File: config.mk
export PLATFORM = sky130hd
export DESIGN_NAME = mem_wb_stage
export DESIGN_NICKNAME = d
export VERILOG_FILES = /design/src/rtl/cpu_defs.sv /design/src/rtl/mem_wb_stage_load_extend.sv /design/src/rtl/mem_wb_stage.sv
export SDC_FILE = /design/constraint.sdc
export NUM_CORES = 1
export LEC_CHECK = 0
export CAP_MARGIN = 20
export CORE_ASPECT_RATIO = 0.75
export CORE_MARGIN = 3
export CORE_UTILIZATION = 30
export DETAILED_ROUTE_END_ITERATION = 16
export PLACE_DENSITY = 0.56
export SYNTH_ARGS = -nofsm -noshare
export SYNTH_HDL_FRONTEND = slang
export SYNTH_SLANG_ARGS = --single-unit
File: constraint.sdc
create_clock -name clk -period 2.8 [get_ports clk]
set_clock_uncertainty 0.05 [all_clocks]
set_input_delay 0.56 -clock clk [delete_from_list [all_inputs] [get_ports clk]]
set_output_delay 0.56 -clock clk [all_outputs]
set_load 0.01 [all_outputs]
File: src/rtl/cpu_defs.sv
// Shared pipeline encodings: writeback source select, load types, halt marker.
// Also used by the ID and EX stages.
package cpu_defs;

   typedef enum logic [1:0] {
      WB_SEL_ALU  = 2'd0,
      WB_SEL_LOAD = 2'd1,
      WB_SEL_PC4  = 2'd2,
      WB_SEL_ZERO = 2'd3
   } wb_sel_e;

   // Codes 3, 6 and 7 are unassigned and fall back to a full-word load.
   typedef enum logic [2:0] {
      LD_B  = 3'd0,
      LD_H  = 3'd1,
      LD_W  = 3'd2,
      LD_BU = 3'd4,
      LD_HU = 3'd5
   } ld_type_e;

   localparam logic [31:0] HALT_INST_DEF = 32'h8000_0000;

endpackage

File: src/rtl/mem_wb_stage_load_extend.sv
// Byte/halfword lane selection and sign/zero extension of a data-memory word.
// This block is purely combinational.
module load_extend
   import cpu_defs::*;
#(
   parameter int WIDTH = 32
) (
   input  logic [WIDTH-1:0] rdata,
   input  logic [1:0]       off,
   input  logic [2:0]       ld_type,
   output logic [WIDTH-1:0] ld_val
);

   logic [7:0]  lane_b;
   logic [15:0] lane_h;

   function automatic logic [WIDTH-1:0] sext8(input logic [7:0] b);
      return {{(WIDTH-8){b[7]}}, b};
   endfunction

   function automatic logic [WIDTH-1:0] zext8(input logic [7:0] b);
      return {{(WIDTH-8){1'b0}}, b};
   endfunction

   function automatic logic [WIDTH-1:0] sext16(input logic [15:0] h);
      return {{(WIDTH-16){h[15]}}, h};
   endfunction

   function automatic logic [WIDTH-1:0] zext16(input logic [15:0] h);
      return {{(WIDTH-16){1'b0}}, h};
   endfunction

   // Halfword lane uses off[1] only; a misaligned half reads its enclosing half.
   always_comb begin
      lane_b = rdata[{off, 3'b000} +: 8];
      lane_h = rdata[{off[1], 4'b0000} +: 16];
      case (ld_type)
         LD_B:    ld_val = sext8(lane_b);
         LD_BU:   ld_val = zext8(lane_b);
         LD_H:    ld_val = sext16(lane_h);
         LD_HU:   ld_val = zext16(lane_h);
         default: ld_val = rdata;
      endcase
   end

endmodule

File: src/rtl/mem_wb_stage.sv
// MEM/WB segment register with writeback source selection, register file
// write port, and commit/halt/retire-count reporting.
module mem_wb_stage
   import cpu_defs::*;
#(
   parameter int               WIDTH     = 32,
   parameter int               DEPTH_B   = 5,
   parameter logic [WIDTH-1:0] HALT_INST = HALT_INST_DEF
) (
   input  logic               clk,
   input  logic               rstn,
   input  logic               stall,
   input  logic               flush,
   input  logic               mem_valid,
   input  logic [WIDTH-1:0]   mem_pc,
   input  logic [WIDTH-1:0]   mem_inst,
   input  logic [WIDTH-1:0]   mem_alu_res,
   input  logic [WIDTH-1:0]   mem_dmem_rdata,
   input  logic               mem_rf_we,
   input  logic [DEPTH_B-1:0] mem_rf_wa,
   input  logic [1:0]         mem_wb_sel,
   input  logic [2:0]         mem_ld_type,
   output logic               rf_we,
   output logic [DEPTH_B-1:0] rf_wa,
   output logic [WIDTH-1:0]   rf_wd,
   output logic               commit,
   output logic [WIDTH-1:0]   commit_pc,
   output logic [WIDTH-1:0]   commit_inst,
   output logic               commit_halt,
   output logic               halted,
   output logic [31:0]        commit_count
);

   logic               vld_p1;
   logic [WIDTH-1:0]   pc_p1;
   logic [WIDTH-1:0]   inst_p1;
   logic [WIDTH-1:0]   alu_res_p1;
   logic [WIDTH-1:0]   rdata_p1;
   logic               rf_we_p1;
   logic [DEPTH_B-1:0] rf_wa_p1;
   logic [1:0]         wb_sel_p1;
   logic [2:0]         ld_type_p1;

   logic               committed;
   logic               halted_q;
   logic [31:0]        count_q;
   logic [WIDTH-1:0]   ld_val;

   // MEM -> WB boundary
   always_ff @(posedge clk or negedge rstn) begin
      if (!rstn) begin
         vld_p1     <= 1'b0;
         pc_p1      <= '0;
         inst_p1    <= '0;
         alu_res_p1 <= '0;
         rdata_p1   <= '0;
         rf_we_p1   <= 1'b0;
         rf_wa_p1   <= '0;
         wb_sel_p1  <= '0;
         ld_type_p1 <= '0;
      end else if (flush) begin
         vld_p1     <= 1'b0;
         pc_p1      <= '0;
         inst_p1    <= '0;
         alu_res_p1 <= '0;
         rdata_p1   <= '0;
         rf_we_p1   <= 1'b0;
         rf_wa_p1   <= '0;
         wb_sel_p1  <= '0;
         ld_type_p1 <= '0;
      end else if (!stall) begin
         vld_p1     <= mem_valid;
         pc_p1      <= mem_pc;
         inst_p1    <= mem_inst;
         alu_res_p1 <= mem_alu_res;
         rdata_p1   <= mem_dmem_rdata;
         rf_we_p1   <= mem_rf_we;
         rf_wa_p1   <= mem_rf_wa;
         wb_sel_p1  <= mem_wb_sel;
         ld_type_p1 <= mem_ld_type;
      end
   end

   // committed marks a stalled entry that has already retired so it is not
   // reported or counted again while it sits in the register.
   always_ff @(posedge clk or negedge rstn) begin
      if (!rstn) begin
         committed <= 1'b0;
         halted_q  <= 1'b0;
         count_q   <= '0;
      end else begin
         if (flush || !stall)
            committed <= 1'b0;
         else if (commit)
            committed <= 1'b1;
         if (commit_halt)
            halted_q <= 1'b1;
         if (commit)
            count_q <= count_q + 32'd1;
      end
   end

   load_extend #(
      .WIDTH (WIDTH)
   ) u_load_extend (
      .rdata   (rdata_p1),
      .off     (alu_res_p1[1:0]),
      .ld_type (ld_type_p1),
      .ld_val  (ld_val)
   );

   always_comb begin
      case (wb_sel_p1)
         WB_SEL_ALU:  rf_wd = alu_res_p1;
         WB_SEL_LOAD: rf_wd = ld_val;
         WB_SEL_PC4:  rf_wd = pc_p1 + WIDTH'(4);
         default:     rf_wd = '0;
      endcase
   end

   assign rf_we        = vld_p1 & rf_we_p1 & (rf_wa_p1 != '0) & ~halted_q;
   assign rf_wa        = rf_wa_p1;
   assign commit       = vld_p1 & ~halted_q & ~committed;
   assign commit_pc    = pc_p1;
   assign commit_inst  = inst_p1;
   assign commit_halt  = commit & (inst_p1 == HALT_INST);
   assign halted       = halted_q;
   assign commit_count = count_q;

endmodule
; Word level (Yosys, flattened, before mapping)
; Cells that the tools add are included.
[word_totals]
mem_count = 0
reg_bits = 174
ram_bits = 0
mem_bits_ro = 0
inputBits = 144
latch_bits = 0
out_inout_bits = 137
word_cells = 59
[op_classes]
magnitude_cmp = 0
reduce_logical = 6
n_mux = 22
eq_ne = 7
n_div = 0
n_bitwise = 8
addsub = 2
shift = 2
mul = 0
[ops]
columns = op, n
row1 = $mux W32, 8
row2 = $pmux W32 S4, 1
row3 = $pmux W32 S3, 1
row4 = $add A32 B1 Y32 const B, 1
row5 = $add A32 B3 Y32 const B, 1
row6 = $eq A32 B32 Y1 const B, 1
row7 = $shiftx A32 B6 Y16, 1
row8 = $shiftx A32 B6 Y8, 1
row9 = $mux W5, 2
row10 = $and A1 B1 Y1, 6
row11 = $eq A3 B3 Y1 const B, 2
row12 = $mux W1, 6
row13 = $mux W3, 2
row14 = $reduce_bool A5 Y1, 1
row15 = $mux W2, 2
row16 = $eq A3 B1 Y1 const B, 1
row17 = $logic_not A3 Y1, 1
row18 = $eq A2 B1 Y1 const B, 1
row19 = $eq A2 B2 Y1 const B, 1
row20 = $logic_not A2 Y1, 1
row21 = $ne A2 B1 Y1 const B, 1
row22 = $not A1 Y1, 2
row23 = $reduce_bool A2 Y1, 1
row24 = $logic_not A1 Y1, 1
row25 = $logic_or A1 B1 Y1, 1

; Longest topological paths before layout
; Gate-level depths: netlist of the first run.
[depth]
depth_word = 5
depth_mapped = 7
mapped_depth_nobuf = 6

; Hierarchy
; A second synthesis of the first run with hierarchy kept.
[hier_totals]
hier_cells = 895
hier_area_um2 = 8989.9
[by_module_without_submodules]
columns = mod, seq_area_each_um2, instances, area_per_inst_um2, cells_each
row1 = mem_wb_stage, 4354.2, 1, 8361.8, 786
row2 = load_extend, 0.0, 1, 628.1, 109

; Least setup slack after synthesis of the first run
; No wires, ideal clock.
[synth_path]
kind = register to output
startpoint = reg alu_res_p1[1]
endpoint = out rf_wd[14]
t_required_ns = 2.190
setup_slack_ns = 0.473
arrival_ns = 1.717
stages_incl_launch_ff = 7
path_buffers = 1
path_cell_list = dfrtp_1 -> buf_6 -> mux4_2 -> nor2b_4 -> o31ai_4 -> a221oi_2 -> a221o_1
[synth_via]
elab_chain_cells = 3
word_cells_on_any_way = 4
classes_between = shift: 2 / mux: 2
[synth_lines]
columns = item, line_no
row1 = start: declaration, mem_wb_stage.sv:37  ; logic [WIDTH-1:0] alu_res_p1;
row2 = start signal: assignment, mem_wb_stage.sv:75  ; alu_res_p1 <= mem_alu_res;
row3 = $shiftx A32 B6 Y16 or $shiftx A32 B6 Y8 (tied branches), "mem_wb_stage_load_extend.sv:36, mem_wb_stage_load_extend.sv:35"
row4 = $pmux W32 S4 *, mem_wb_stage_load_extend.sv:37  ; case (ld_type)
row5 = $pmux W32 S3 *, mem_wb_stage.sv:113  ; case (wb_sel_p1)
row6 = end: declaration, mem_wb_stage.sv:25  ; output logic [WIDTH-1:0] rf_wd,
; Every way passes the cells marked *; elsewhere a longest branch is shown, timed or not.

; Final worst setup path of the first run
[layout_path]
startpoint = reg alu_res_p1[1]
endpoint = out rf_wd[17]
; The elaborated chain is that of the path after synthesis.

==> flow_metrics.tcl, run 1 <==
set metrics [dict create \
    start_util_pct 30.7 \
    synth_edf_count 0 \
    powerDensity_nw_per_um2 486 \
    finalSetupTns_ns -2.14 \
    path_depth 6 \
    violations "negative setup slack" \
    synth_largest_area_cell "dfrtp_1" \
    critPathKind "reg2out" \
    synth-warning-count 0 \
    layout-drive-gt1-share_pct 20.6 \
    ys.flop_type "dfrtp_1" \
    min_path_type "in2reg" \
    die_area_um2 32100 \
    synth.area.top_cells "dfrtp_1 (49%), mux2i_1 (17%), nor2_1 (7.3%), xnor2_1 (4.1%), nand2_1 (2.0%)" \
    gp_congestion 0.942 \
    root_buffer "clkbuf_16" \
    syn_nets 1031 \
    fin_crit_ns 2.95 \
    row_count 54 \
    synth_common_cells "nor2_1 (175), dfrtp_1 (174), mux2i_1 (149)" \
    yosysMostFrequentCell "nor2_1" \
    ys_seq_elements 174 \
    rsz0062_at_grt "yes" \
    die_x_um 206 \
    slowest_delay_ns 0.55 \
    ys_seq_area_share_pct 48.5 \
    antenna_found_initial 3 \
    status "finished with violations" \
    drv_cap 0 \
    dp_hpwl_um 25000 \
    final.period_utilization_pct 105 \
    vias_per_cell 4.97 \
    synth_top_area_share_pct 48.5 \
    p_leak_nw 6.25 \
    synth_area_um2 8980 \
    avgSynthCellArea_um2 10.1 \
    wl_per_cell_um 20.6 \
    synthArstFlopShare_pct 100 \
    path_clk_slew_ns 0.07 \
    clock_path_buffers 2 \
    cts_buffers 17 \
    whs_path_depth 2 \
    cp_slowest_cell "mux4_2" \
    area_growth_pct 56.3 \
    critPathCaptureType "primary output" \
    grt_usage_pct 21.0 \
    grt_pass1_wl_um 50800 \
    grt_max_degree 98 \
    ant_nets 0 \
    critical_path_required_ns 2.19 \
    synth_cells 885 \
    whs_ns 0.379 \
    dr.pass1.iters 5 \
    crit_family "multiplexers" \
    r2r_slack_ns 0.78 \
    startpoint_type "register" \
    crit_fanout 6 \
    max-slew-margin-rel_pct 66.6 \
    hold_viol 0 \
    port_buffers 280 \
    setup_viol 21 \
    post-place-ws_ns -0.0943 \
    drc 0 \
    reg2reg_depth 5 \
    ys_types 54 \
    drt_iter0_markers 516 \
    drt_wl_total_um 34000 \
    finalPower_mw 6.82 \
    ir_worst_vdd_v 0.000245 \
    cp_cell_sequence "mux4_2 > and3_4 > o21ai_4 > nor2_1 > a221o_1 > buf_6" \
    cts_sinks 174 \
    num_vias 8185 \
    core_area_um2 29300 \
    clk_latency_ns 0.45 \
    setup_ws_ns -0.151 \
    nets 1388 \
    grt_pass1_vias 8189 \
    cp.buffers_inverters 1 \
    maxSlewViolCount 0 \
    worstMarginPinSlew_ns 0.497 \
    cp_data_arrival_time_ns 2.34 \
    die_y_um 156 \
    fillers 2809 \
    htree_levels 4 \
    antenna_cells 0 \
    io-pin-count 281 \
    cts_tree "done" \
    fmax_mhz 339 \
    grt.overflow.total 0 \
]
-- cells in the final DEF (no fill, tap or decap), types with 19 or more instances in the layout --
| cell | n |
|---|---|
| clkdlybuf4s50_1 | 244 |
| nor2_1 | 172 |
| dfrtp_1 | 172 |
| mux2i_1 | 148 |
| buf_4 | 93 |
| nand2_1 | 48 |
| xnor2_1 | 42 |
| nand3_1 | 23 |
| nand4_1 | 21 |
| buf_6 | 21 |
| buf_2 | 20 |
| a21oi_1 | 19 |
| clkbuf_16 | 19 |
-- cell families (layout without fill, tap and decap cells) --
family / after synthesis / after routing / synth area share (%)
AO/OA/AOI/OAI: 97 / 97 / 7.50
buffers and inverters: 66 / 436 / 3.07
AND/OR/NAND/NOR: 334 / 334 / 17.5
adder cells (fa/ha/maj): 2 / 2 / 0.279
multiplexers: 153 / 153 / 17.4
XOR/XNOR: 59 / 59 / 5.76
flip-flops: 174 / 174 / 48.5
-- layer usage --
metal / up-vias / GRT usage (%) / share of wire (%)
met4: 4 / 4.23 / 1.1
li1: 3837 / - / -
met2: 322 / 30.1 / 43
met5: - / 0 / 0.10
met1: 3996 / 30.7 / 46
met3: 26 / 7.24 / 9.5
-- per-stage QoR --
step | util [%] | instance area, um^2 | cells
global placement | 43.7 | 12800 | 1593
CTS | 46.6 | 13600 | 1640
detailed placement | 43.7 | 12800 | 1593
finish | 48.0 | 14000 | 1647
global route | 48.0 | 14000 | 1647
floorplan | - | 8980 | 885
-- report_power, final --
| part | total (mW) | internal (mW) | switching (mW) | leakage [nW] |
|---|---|---|---|---|
| clock | 2.46 | 1.37 | 1.09 | 0.279 |
| combinational | 1.52 | 0.798 | 0.720 | 3.65 |
| sequential | 2.85 | 2.66 | 0.184 | 2.32 |
| total | 6.82 | 4.83 | 2.00 | 6.25 |
-- what timing repair did --
item	CTS	global route
buffers inserted	14	6
cloned	1	2
setup endpoints to repair	33	32
endpoints found under the hold margin	35	0
gates resized for setup	192	65
pin swaps	20	18
hold buffers	1	0
-- registers in the layout (all words and copies together) (netlist names) --
register and flops:
commit_pc 32, commit_inst 32, rf_wa 5, rf_we_p1 1
vld_p1 1, halted 1, ld_type_p1 3, commit_count 32
alu_res_p1 32, rdata_p1 32, committed 1, wb_sel_p1 2
-- worst paths after layout --
kind	from	endpoint
hold / removal	flush	commit_inst[19]$_DFFE_PN0N_
setup reg to reg	halted$_DFFE_PN0P_	commit_count[31]$_DFFE_PN0P_
min in group asynchronous	rstn	commit_count[24]$_DFFE_PN0P_
max in group asynchronous	rstn	ld_type_p1[0]$_DFFE_PN0N_
hold reg to reg	commit_count[31]$_DFFE_PN0P_	commit_count[31]$_DFFE_PN0P_
setup / recovery	alu_res_p1[1]$_DFFE_PN0N_	rf_wd[17]
-- area by class of cell --
type / count / area, um^2 / share of cell area, %
clock buffers: 20 / 457 / 3.25
clock inverters: 12 / 135 / 0.963
inverters: 11 / 41.3 / 0.294
multi-input cells: 645 / 4830 / 34.4
flip-flops and latches: 174 / 4360 / 31.1
well taps: 392 / 490 / 3.50
repair buffers: 393 / 3720 / 26.5
Power figures use the tool's default switching activity.
==> run 2, diff against run 1 <==
--- a/config.mk
+++ b/config.mk
@@ -5,12 +5,13 @@
 export SDC_FILE = /design/constraint.sdc
 export NUM_CORES = 1
 export LEC_CHECK = 0
+export ABC_AREA = 1
 export CAP_MARGIN = 20
 export CORE_ASPECT_RATIO = 0.75
 export CORE_MARGIN = 3
 export CORE_UTILIZATION = 30
 export DETAILED_ROUTE_END_ITERATION = 16
-export PLACE_DENSITY = 0.56
+export PLACE_DENSITY = 0.55
 export SYNTH_ARGS = -nofsm -noshare
 export SYNTH_HDL_FRONTEND = slang
 export SYNTH_SLANG_ARGS = --single-unit
==> flow_metrics.tcl, run 2 <==
set metrics [dict create \
    antenna_found_initial 1 \
    root_buffer "clkbuf_16" \
    vias_per_cell 4.98 \
    die_x_um 216 \
    crit_fanout 11 \
    startpoint_type "register" \
    row_count 56 \
    synth-warning-count 0 \
    critPathKind "reg2out" \
    finalPower_mw 6.78 \
    hold_viol 0 \
    grt_pass1_wl_um 64000 \
    worstMarginPinSlew_ns 0.558 \
    drc 0 \
    p_switching_mw 2.14 \
    cp_data_arrival_time_ns 2.22 \
    critPathCaptureType "primary output" \
    setup_ws_ns -0.0317 \
    path_clk_slew_ns 0.07 \
    synth_cells 1348 \
    yosysMostFrequentCell "nand2_1" \
    synth_area_um2 9880 \
    grt_max_degree 95 \
    cp_slowest_cell "dfrtp_2" \
    maxSlewViolCount 0 \
    crit_family "buffers and inverters" \
    dr.pass1.iters 5 \
    status "finished with violations" \
    layout-drive-gt1-share_pct 16.0 \
    synth_common_cells "nand2_1 (285), nand3_1 (189), dfrtp_1 (174)" \
    ys.flop_type "dfrtp_1" \
    grt_pass1_vias 10100 \
    synth_largest_area_cell "dfrtp_1" \
    synthArstFlopShare_pct 100 \
    start_util_pct 31.0 \
    hold_buffers 0 \
    rsz0062_at_grt "yes" \
    synth.area.top_cells "dfrtp_1 (44%), nand2_1 (11%), nand3_1 (9.6%), o21ai_0 (8.3%), inv_1 (5.6%)" \
    gp_congestion 0.957 \
    powerDensity_nw_per_um2 465 \
    ys_types 41 \
    fin_crit_ns 2.83 \
    htree_levels 4 \
    cp.buffers_inverters 4 \
    p_leak_nw 6.29 \
    final.period_utilization_pct 101 \
    violations "negative setup slack" \
    sw_frac_of_total_pct 31.6 \
    post-place-ws_ns -0.126 \
    drt_iter0_markers 1024 \
    pwr-share-seq_pct 41.5 \
    drv_cap 0 \
    path_common_cell "nor2_4" \
    core_area_um2 31800 \
    synth_edf_count 0 \
    area_growth_pct 47.5 \
    layout_commonest_cell "nand2_1" \
    slowest_delay_ns 0.46 \
    setup_viol 1 \
    nets 1810 \
    wl_per_cell_um 20.2 \
    clockPowerShare_pct 36.2 \
    ys_seq_area_share_pct 44.1 \
    clock_path_buffers 2 \
    avgSynthCellArea_um2 7.33 \
    port_buffers 280 \
    num_vias 10500 \
    io-pin-count 281 \
    ir_worst_vdd_v 0.000290 \
    die_area_um2 35200 \
    fmax_mhz 353 \
    ys_seq_elements 174 \
    grt_usage_pct 24.1 \
    clk_latency_ns 0.45 \
    whs_ns 0.0196 \
    ant_nets 0 \
    max-slew-margin-rel_pct 62.8 \
    drt_wl_total_um 42700 \
    cts_tree "done" \
    syn_nets 1494 \
    cts_buffers 17 \
    combPwrFrac_pct 22.3 \
    min_path_type "in2async" \
    cts_sinks 174 \
    p_int_mw 4.63 \
    grt.overflow.total 0 \
    critical_path_required_ns 2.19 \
    dp_hpwl_um 33000 \
    synth_top_area_share_pct 44.1 \
    die_y_um 163 \
    antenna_cells 0 \
    cp_cell_sequence "buf_12 > nor2_4 > nand2_2 > nor2_4 > nor2_4 > buf_12 > nand2_8 > buf_4 > a21oi_2 > nand2_2 > clkdlybuf4s15_2" \
    layout_common_cells "nand2_1 (266), clkdlybuf4s50_1 (246), nand3_1 (182)" \
]
[run 2: cell types whose count changed after synthesis, moves of 35 or more]
cell / before / now
o21ai_0: 22 / 164
nand3_1: 23 / 189
inv_1: 11 / 147
nand2_1: 48 / 285
xnor2_1: 42 / 7
mux2i_1: 149 / 0
[run 2: per-stage QoR]
stage	utilization [%]	setup TNS, ns	instances	area, um^2
global placement	42.1	-0.298	2046	13400
floorplan	-	0	1348	9880
finish	45.8	-0.0317	2112	14600
CTS	45.0	-0.371	2097	14300
detailed placement	42.1	-0.126	2046	13400
global route	45.8	-0.259	2112	14600
[run 2: logic make-up (layout without fill, tap and decap cells)]
kind of cell	count (synthesis)	after routing	synth area share, %
AOI/OAI and AO/OA	235	235	12.5
and+or+nand+nor	700	702	32.5
xor gates and xnor gates	16	16	1.42
adders and majority gates	2	2	0.253
buffers and inverters	221	548	9.20
DFF	174	174	44.1
[run 2: layer usage]
metal  wire length, um  part of all wire (%)  track usage, %  vias up
met5                 9                 0.021               0        -
met4               560                   1.3            4.80        2
met3              3940                   9.2            8.00       27
met2             17200                    40            33.2      414
met1             21000                    49            36.3     5045
li1                  -                     -               -     5040
[run 2: power groups by stage]
stage	clock (mW)	combinational (mW)	sequential (mW)
finish	2.45	1.51	2.81
global route	2.64	1.63	2.83
CTS	2.52	1.47	2.81
detailed placement	0	1.44	2.85
global placement	0	1.45	2.85
floorplan	0	0.569	2.86
[run 2: area by class of cell]
type	count	area, um^2
Timing Repair Buffer	358	3530
Inverter	158	616
Multi-Input combinational cell	955	4910
Fill cell	3251	17200
Clock buffer	19	443
Sequential cell	174	4370
Tap cell	435	544
Clock inverter	13	148
[run 2: repair_timing]
action	CTS	global route
endpoints found under the setup margin	33	27
setup buffers	16	15
hold endpoints to repair	0	0
resized for setup	92	89
pin swaps	8	17
gates cloned	3	1
[run 2: final timing paths]
| path | cells after the start | slack (ns) | endpoint | startpoint |
|---|---|---|---|---|
| max | 11 | -0.03 | rf_wd[20] | ld_type_p1[1]$_DFFE_PN0N_ |
| min | 1 | 0.02 | commit_count[31]$_DFFE_PN0P_ | rstn |
| max reg2reg | 11 | 1.06 | commit_count[24]$_DFFE_PN0P_ | halted$_DFFE_PN0P_ |
| min reg2reg | 2 | 0.45 | commit_count[31]$_DFFE_PN0P_ | commit_count[31]$_DFFE_PN0P_ |
| max in group asynchronous | 2 | 1.80 | commit_pc[23]$_DFFE_PN0N_ | rstn |
| min in group clk | 2 | 0.45 | commit_count[31]$_DFFE_PN0P_ | commit_count[31]$_DFFE_PN0P_ |
